File: src/rtl/lut_dds_multichannel.sv
// Multichannel LUT-based DDS waveform generator.
//
// One shared, run-time-writable waveform LUT is read by NUM_CH independent
// channels. Each channel owns a phase accumulator with programmable phase
// increment and phase offset, and runs either continuously or for a
// programmed number of accumulator periods (burst).
//
// Ports:
//   CLK_SYS      system clock, rising edge
//   RST          asynchronous active-high reset
//   EN           global enable; low freezes all channels and masks strobes
//   LUT_WR_*     synchronous LUT write port (address, signed sample)
//   CFG_WR_EN    load PINC/POFF/BURST of channel CFG_CH (out of range: ignored)
//   START/STOP   per-channel start/stop pulses (STOP dominates)
//   LUT_VALUE    per-channel sample, channel c at [c*BIT_WIDTH +: BIT_WIDTH]
//   LUT_VALID    per-channel sample-valid strobe
//   LUT_END      per-channel one-cycle pulse after an accumulator wrap
//   BUSY         per-channel RUN indicator
module lut_dds_multichannel #(
  parameter int NUM_CH      = 2,
  parameter int BIT_WIDTH   = 12,
  parameter int LUT_DEPTH   = 256,
  parameter int PHASE_WIDTH = 24,
  parameter int BURST_WIDTH = 16,
  localparam int ADDR_W     = $clog2(LUT_DEPTH),
  localparam int CH_W       = (NUM_CH > 1) ? $clog2(NUM_CH) : 1
) (
  input  logic                          CLK_SYS,
  input  logic                          RST,
  input  logic                          EN,
  input  logic                          LUT_WR_EN,
  input  logic [ADDR_W-1:0]             LUT_WR_ADDR,
  input  logic signed [BIT_WIDTH-1:0]   LUT_WR_DATA,
  input  logic                          CFG_WR_EN,
  input  logic [CH_W-1:0]               CFG_CH,
  input  logic [PHASE_WIDTH-1:0]        CFG_PINC,
  input  logic [PHASE_WIDTH-1:0]        CFG_POFF,
  input  logic [BURST_WIDTH-1:0]        CFG_BURST,
  input  logic [NUM_CH-1:0]             START,
  input  logic [NUM_CH-1:0]             STOP,
  output logic [NUM_CH*BIT_WIDTH-1:0]   LUT_VALUE,
  output logic [NUM_CH-1:0]             LUT_VALID,
  output logic [NUM_CH-1:0]             LUT_END,
  output logic [NUM_CH-1:0]             BUSY
);

  localparam int SHIFT = PHASE_WIDTH - ADDR_W;

  typedef enum logic {IDLE, RUN} state_t;

  // Shared waveform table; deliberately not reset.
  logic [BIT_WIDTH-1:0] lut [LUT_DEPTH];

  always_ff @(posedge CLK_SYS) begin
    if (LUT_WR_EN) lut[LUT_WR_ADDR] <= LUT_WR_DATA;
  end

  for (genvar c = 0; c < NUM_CH; c++) begin : g_ch
    state_t                 state_q, state_d;
    logic [PHASE_WIDTH-1:0] acc_q, acc_d;
    logic [PHASE_WIDTH-1:0] pinc_q, poff_q;
    logic [BURST_WIDTH-1:0] burst_cfg_q;
    logic [BURST_WIDTH-1:0] burst_left_q, burst_left_d;
    logic [PHASE_WIDTH:0]   sum;
    logic [PHASE_WIDTH-1:0] phase;
    logic                   wrap;
    logic                   cfg_hit;
    logic [ADDR_W-1:0]      addr_q;
    logic                   run_d1_q;
    logic                   valid_q;
    logic                   end_q;
    logic [BIT_WIDTH-1:0]   value_q;

    assign cfg_hit = CFG_WR_EN && (int'(CFG_CH) == c);
    assign sum     = {1'b0, acc_q} + {1'b0, pinc_q};
    assign phase   = acc_q + poff_q;

    always_ff @(posedge CLK_SYS or posedge RST) begin
      if (RST) begin
        pinc_q      <= '0;
        poff_q      <= '0;
        burst_cfg_q <= '0;
      end else if (cfg_hit) begin
        pinc_q      <= CFG_PINC;
        poff_q      <= CFG_POFF;
        burst_cfg_q <= CFG_BURST;
      end
    end

    // burst_left == 0 means continuous; it is only loaded on START, so a
    // burst reconfiguration during RUN does not disturb the running burst.
    always_comb begin
      state_d      = state_q;
      acc_d        = acc_q;
      burst_left_d = burst_left_q;
      wrap         = 1'b0;
      if (STOP[c]) begin
        state_d = IDLE;
        acc_d   = '0;
      end else if (START[c]) begin
        state_d      = RUN;
        acc_d        = '0;
        burst_left_d = burst_cfg_q;
      end else if (state_q == RUN && EN) begin
        acc_d = sum[PHASE_WIDTH-1:0];
        wrap  = sum[PHASE_WIDTH];
        if (wrap && burst_left_q != '0) begin
          if (burst_left_q == BURST_WIDTH'(1)) begin
            state_d      = IDLE;
            acc_d        = '0;
            burst_left_d = '0;
          end else begin
            burst_left_d = burst_left_q - BURST_WIDTH'(1);
          end
        end
      end
    end

    // Read pipeline: accumulator -> address register -> sample register.
    // Stages only advance with EN; address/sample registers only load while
    // fed from RUN, so the last sample is held once the channel stops.
    always_ff @(posedge CLK_SYS or posedge RST) begin
      if (RST) begin
        state_q      <= IDLE;
        acc_q        <= '0;
        burst_left_q <= '0;
        addr_q       <= '0;
        run_d1_q     <= 1'b0;
        valid_q      <= 1'b0;
        end_q        <= 1'b0;
        value_q      <= '0;
      end else begin
        state_q      <= state_d;
        acc_q        <= acc_d;
        burst_left_q <= burst_left_d;
        if (EN) begin
          if (state_q == RUN) addr_q <= ADDR_W'(phase >> SHIFT);
          if (run_d1_q) value_q <= lut[addr_q];
          run_d1_q <= (state_q == RUN);
          valid_q  <= run_d1_q;
          end_q    <= wrap;
        end
      end
    end

    // Strobes are held with the frozen pipeline and masked while EN is low,
    // so each sample and each wrap is reported exactly once.
    assign LUT_VALUE[c*BIT_WIDTH +: BIT_WIDTH] = value_q;
    assign LUT_VALID[c] = valid_q & EN;
    assign LUT_END[c]   = end_q & EN;
    assign BUSY[c]      = (state_q == RUN);
  end

endmodule

File: config.mk
export PLATFORM = sky130hd
export DESIGN_NAME = lut_dds_multichannel
export DESIGN_NICKNAME = d
export VERILOG_FILES = /design/src/rtl/lut_dds_multichannel.sv
export SDC_FILE = /design/constraint.sdc
export NUM_CORES = 2
export LEC_CHECK = 0
export BUFFER_PORTS_ARGS = -buffer_cell sky130_fd_sc_hd__buf_2
export CAP_MARGIN = 20
export CORE_MARGIN = 2
export CORE_UTILIZATION = 55
export CTS_CLUSTER_SIZE = 14
export DETAILED_ROUTE_END_ITERATION = 10
export PLACE_DENSITY = 0.71
export SKIP_LAST_GASP = 1
export SLEW_MARGIN = 0
export SYNTH_ARGS = -nofsm -noshare
export SYNTH_HDL_FRONTEND = slang
export SYNTH_SLANG_ARGS = --single-unit
File: constraint.sdc
create_clock -name CLK_SYS -period 8.33 [get_ports CLK_SYS]
set_clock_uncertainty 0.05 [all_clocks]
set_input_delay 0.4165 -clock CLK_SYS [delete_from_list [all_inputs] [get_ports CLK_SYS]]
set_output_delay 0.4165 -clock CLK_SYS [all_outputs]
set_load 0.01 [all_outputs]
# ---- Yosys cells after proc, flatten, opt, wreduce, memory -nomap -nowiden
# Memories as Yosys holds them, arrays and structs flattened. A register that Yosys moved wholly into a read port is not among the register bits.
# Index checks and enable logic that the tools add are counted.
dict set report totals {
  latchBits 0
  in_bits 94
  mem_count 1
  output_inout_bits 30
  elab_cells 98
  rom_bits 0
  mem_bits_rw 3072
  regBits 232
}
dict set report classes {
  addsub 6
  div 0
  muxes 36
  n_reduce_logical 26
  bitwise_logic 7
  n_mul 0
  n_eq_ne 2
  n_lt_le_gt_ge 0
  shifts 0
}
# name words word_bits read_ports rd_clocked_by_memory_dff wr line_no
set mem_list {}
lappend mem_list {lut 256 12 2 2 1 52} ;# logic [BIT_WIDTH-1:0] lut [LUT_DEPTH];
# op count
set op_table {}
lappend op_table {{2-to-1 mux 24 bit} 10}
lappend op_table {{2-to-1 mux 16 bit} 8}
lappend op_table {{adder 24 x 24 -> 25 bit} 2}
lappend op_table {{adder 24 bit} 2}
lappend op_table {{== test 16 x 1 -> 1 bit, second input constant} 2}
lappend op_table {{nonzero test 16 bit} 2}
lappend op_table {{subtractor 16 x 1 -> 16 bit, second input constant} 2}
lappend op_table {{2-to-1 mux 1 bit} 18}
lappend op_table {{nonzero test 3 bit} 6}
lappend op_table {{AND reduction 3 bit} 4}
lappend op_table {{AND reduction 2 bit} 4}
lappend op_table {{nonzero test 2 bit} 4}
lappend op_table {{logical AND 1 bit} 6}
lappend op_table {{AND 1 bit} 4}
lappend op_table {{NOT 1 bit} 3}

# ---- Logic depth before layout (Yosys ltp)
dict set report logic_depth {
  depth_word 6
  mapped_depth 13
  depth_no_buf 11
}

# ---- Worst setup path before layout
# Ideal clock, no wire load.
dict set report synth_path {
  kind {reg-to-reg}
  from {register g_ch[0].acc_q[0]}
  to {register g_ch[0].acc_q[20]}
  arrival_time_ns 2.804
  path_slack_ns 5.410
  stages_incl_launch_ff 13
  setup_time_ns 0.066
  period_less_slack_ns 2.920
  path_buffers 1
  required_ns 8.214
  path_cell_list {dfrtp_1 > ha_1 > fa_1 > a211oi_1 > nor2_1 > o21ai_0 > o21ai_1 > a31oi_1 > nand2_1 > a21oi_1 > o31a_1 > buf_2 > a22o_1}
}
dict set report synth_between {
  elab_chain_cells 6
  word_cells_on_any_way 7
  cone_classes {1 x add/sub; 5 x mux; 1 x reduce/logical}
}
# item line_no
set synth_rtl {}
lappend synth_rtl {{from (decl)} 60} ;# logic [PHASE_WIDTH-1:0] acc_q, acc_d;
lappend synth_rtl {{from (signal assigned)} 125} ;# acc_q <= '0;
lappend synth_rtl {{from (signal assigned)} 134} ;# acc_q <= acc_d;
lappend synth_rtl {{adder 24 x 24 -> 25 bit *} 75} ;# assign sum = {1'b0, acc_q} + {1'b0, pinc_q};
lappend synth_rtl {{2-to-1 mux 24 bit or logical AND 1 bit (tied branches)} {108, 107}}
lappend synth_rtl {{2-to-1 mux 24 bit *} 107} ;# if (wrap && burst_left_q != '0) begin
lappend synth_rtl {{2-to-1 mux 24 bit *} 104} ;# end else if (state_q == RUN && EN) begin
lappend synth_rtl {{2-to-1 mux 24 bit *} 100} ;# end else if (START[c]) begin
lappend synth_rtl {{2-to-1 mux 24 bit *} 97} ;# if (STOP[c]) begin
# Every way passes the cells marked *; elsewhere a longest branch is shown, timed or not. The select of a mux whose other input is x is not followed.
# A chain may end at the register's enable or synchronous reset.

==> implementation parameters <==
Parameter                              Value

Yosys
  Cell type contributing the most total cell area after synthesis ... sky130_fd_sc_hd__edfxtp_1
  Mean Syn Cell Area ... 20.7 sq um
  Synthesized-area fraction occupied by xor and xnor cells ... 0.294%
  Dominant register cell in the synthesized netlist ... sky130_fd_sc_hd__edfxtp_1
  Share of synthesized cell area in full adder, half adder and majority cells ... 0.801%
  Post-Syn Area ... 155,000 sq um
  Number of nets produced by synthesis ... 7,661
  Dominant combinational cell family by area after synthesis ... multiplexers
  Count of flip-flops with a built-in enable after synthesis ... 3,072
  Cell types with the largest area share after synthesis ... sky130_fd_sc_hd__edfxtp_1, sky130_fd_sc_hd__mux4_2, sky130_fd_sc_hd__dfrtp_1
  Area fraction in and, or, nand and nor cells after synthesis ... 1.84%
  Number of storage elements in the synthesis netlist ... 3,328
  Register area share after synthesis ... 63.7%
  Count of distinct cell types in the synthesized netlist ... 67
  YS warnings ... 0
  Async set-reset flop share out of synthesis ... 7.69%
  Multiplexer share of the synthesized area ... 28.8%
  Synth Area in Compound Gates ... 2.92%
  Fraction of post-synthesis cell area in the top cell type by area ... 59.5%
  Cell count after synthesis ... 7,469

STA
  Setup-failing EPs final ... 0
  Total count of max-transition violations in the final report ... 0
  Post-route clock period utilization ... 68.1%
  RSZ-0062 raised after global routing ... false
  Total count of hold-check failures in the final report ... 0
  Timing-limited maximum frequency ... 0.176 GHz
  Setup TNS after final layout ... 0 ns
  Worst-Margin Slew ... 1.25 ns
  Worst-case headroom to the max-slew limit ... 16.4%
  Post-route minimum period ... 5.67 ns

Outcome
  Outcome ... finished clean

Setup path
  Type of the worst setup path ... reg -> reg
  Element type at the critical path end ... flop
  Crit. Startpoint ... g_ch[0].addr_q[1]
  Biggest fanout along the worst timing path ... 128
  Startpoint type of the worst setup path ... flop
  Arrival time of data at the critical path endpoint ... 6.40 ns
  Required @ worst endpoint ... 9.05 ns
  FF-to-FF Start ... g_ch[0].addr_q[1]

Min path
  Hold_sp ... LUT_WR_DATA[4]
  Min-Delay Path Class ... in -> reg

GRT
  Overall Global Routing Usage ... 32.2%
  Pin count of the biggest net entering global routing ... 169
  Wire length of the first global-routing pass ... 648 mm
  Congestion Overflow GR ... 0
  Number of antenna violations at the first check in global routing ... 24
  Number of global-route vias before repair ... 88,300

Placed design
  Weighted congestion at the end of routability-driven global placement ... 0.902
  Buffers added on ports ... 123
  Post-DP Area ... 161,000 sq um
  Half-perimeter wire length after placement ... 274 mm

Run
  Count of max-cap constraint violations ... 0

Power and ir drop
  Power density over cell area ... 266 nW/um^2
  Peak supply drop ... 0.183 mV
  Cell leakage power ... 54.8 nW

Clock network
  Clock insertion delay at the later pin of the skew report ... 0.97 ns
  Clock tree from TritonCTS ... done
  Depth of the CTS H-tree ... 5
  Clock Path Buffers ... 4
  CTS resizes ... 0
  Clk pin slew, worst setup/hold paths ... 0.06 ns
  Clock root buffer master ... sky130_fd_sc_hd__clkbuf_16
  Total CTS buffers ... 348
  Number of sinks handled by clock tree synthesis ... 3,328

Floorplanning
  Total die area ... 286,000 sq um
  Top-level port count ... 124
  Initial standard-cell utilization of the core ... 55.4%
  Die Wd ... 535 um
  Standard-cell rows ... 194
  Die height ... 535 um
  Placeable core region ... 280,000 sq um

Cells and area
  Share of layout cells above drive strength 1 ... 38.8%
  Count of nets after finishing ... 8,016
  Most frequent cells in the layout ... sky130_fd_sc_hd__edfxtp_1, sky130_fd_sc_hd__mux4_2, sky130_fd_sc_hd__clkbuf_16
  Leading cell type in the layout, fill and taps excluded ... sky130_fd_sc_hd__edfxtp_1
  Area Overhead vs Synth ... 12.2%
  Area of all placed cells without fillers ... 174,000 sq um

Route
  Sum of routed wire length over all layers ... 458 mm
  DRT antenna net count ... 0
  Initial DRC Count ... 14,200
  Average wire per standard cell ... 38.7 um
  Post-detailed-route via-to-cell ratio ... 7.35
  Routed vias ... 87,000
  Number of DRC violations after detailed routing ... 0
  Iteration count of the initial detailed-routing pass ... 9
==> layout make-up <==
type	instances	area [sq um]
Fill cell	18800	106000
Sequential cell	3328	98700
Multi-Input combinational cell	3530	54000
Clock buffer	443	9390
Timing Repair Buffer	583	4820
Tap cell	3724	4660
Clock inverter	190	2100
Inverter	33	131
Antenna cell	14	35.0
==> state kept, by name (all words and copies together), names as in the netlist <==
signal,count
lut,3072
g_ch.acc_q,48
g_ch.pinc_q,48
g_ch.poff_q,48
g_ch.burst_cfg_q,32
g_ch.burst_left_q,32
g_ch.value_q,24
g_ch.addr_q,16
g_ch.end_q,2
g_ch.run_d1_q,2
g_ch.state_q,2
g_ch.valid_q,2
==> path summary, 6_finish.rpt <==
| path | depth (start not counted) | end | slack [ns] |
|---|---|---|---|
| max | 8 | g_ch[0].value_q[11] | 2.66 |
| min | 1 | lut[239][4] | 0.05 |
| max reg2reg | 8 | g_ch[0].value_q[11] | 2.66 |
| min reg2reg | 1 | g_ch[0].valid_q | 0.42 |
| max in group asynchronous | 4 | g_ch[0].addr_q[1] | 6.67 |
| min in group asynchronous | 3 | g_ch[0].burst_cfg_q[15] | 0.12 |
==> critical path, cell delays in order, from the launching register on <==
cell,delay (ns)
sky130_fd_sc_hd__dfrtp_4,1.02
sky130_fd_sc_hd__buf_12,0.59
sky130_fd_sc_hd__buf_4,0.73
sky130_fd_sc_hd__mux4_2,0.41
sky130_fd_sc_hd__mux4_2,0.49
sky130_fd_sc_hd__a22oi_1,0.38
sky130_fd_sc_hd__a21oi_1,0.24
sky130_fd_sc_hd__a211oi_1,1.04
sky130_fd_sc_hd__nor3_1,0.15
==> cell families after synthesis <==
logic type	count (synthesis)
AOI/OAI and AO/OA	667
xor gates and xnor gates	52
DFF	3328
buffers and inverters	611
adders and majority gates	98
muxes	2050
and+or+nand+nor	663
==> where the power goes <==
group          switching (mW)  total [mW]  leakage, nW  internal [mW]
sequential              0.455        19.0         30.7           18.5
clock                    6.64        15.8         5.63           9.21
combinational            6.17        11.4         18.5           5.22
==> cells in the mapped netlist, drive strengths merged, types with 6 or more instances <==
cell,number
nand3,34
a22oi,200
buf,210
xnor2,37
a31oi,14
mux4,1920
o21ai,105
nor2,360
o21a,11
clkbuf,368
dfrtp,256
and3,10
o21bai,11
nor2b,19
nor3,50
inv,33
xor2,15
nor4,6
a32oi,12
a22o,46
a21oi,135
and2,10
ha,96
edfxtp,3072
a21o,33
nand4,21
a211oi,56
mux2,130
nand2,127
nand2b,7
==> per-layer routing <==
metal  wire length (um)  GRT usage [%]  vias to the layer above
li1                   -              -                    33400
met4              22200           13.7                       16
met2             215000           49.2                     6375
met3              61700           8.82                     1062
met5                103              0                        -
met1             159000           44.1                    46200
==> repair_timing <==
action,CTS,global route
hold buffers,78,0
setup buffers,0,0
setup endpoints to repair,0,0
endpoints found under the hold margin,450,0
==> per-stage QoR <==
| step | setup slack [ns] | utilization, % | hold slack, ns | total power, mW | instances |
|---|---|---|---|---|---|
| CTS | 2.88 | 62.1 | 0.00417 | 46.2 | 11800 |
| global route | 2.82 | 62.1 | 0.0393 | 47.4 | 11800 |
| floorplan | 0.822 | - | 0.396 | 26.7 | 7469 |
| detailed placement | 2.88 | 57.7 | 0.414 | 30.5 | 11100 |
| global placement | 2.83 | 57.7 | 0.409 | 30.4 | 11100 |
| finish | 2.66 | 62.1 | 0.0470 | 46.2 | 11800 |
(Power assumes the default switching activity.)
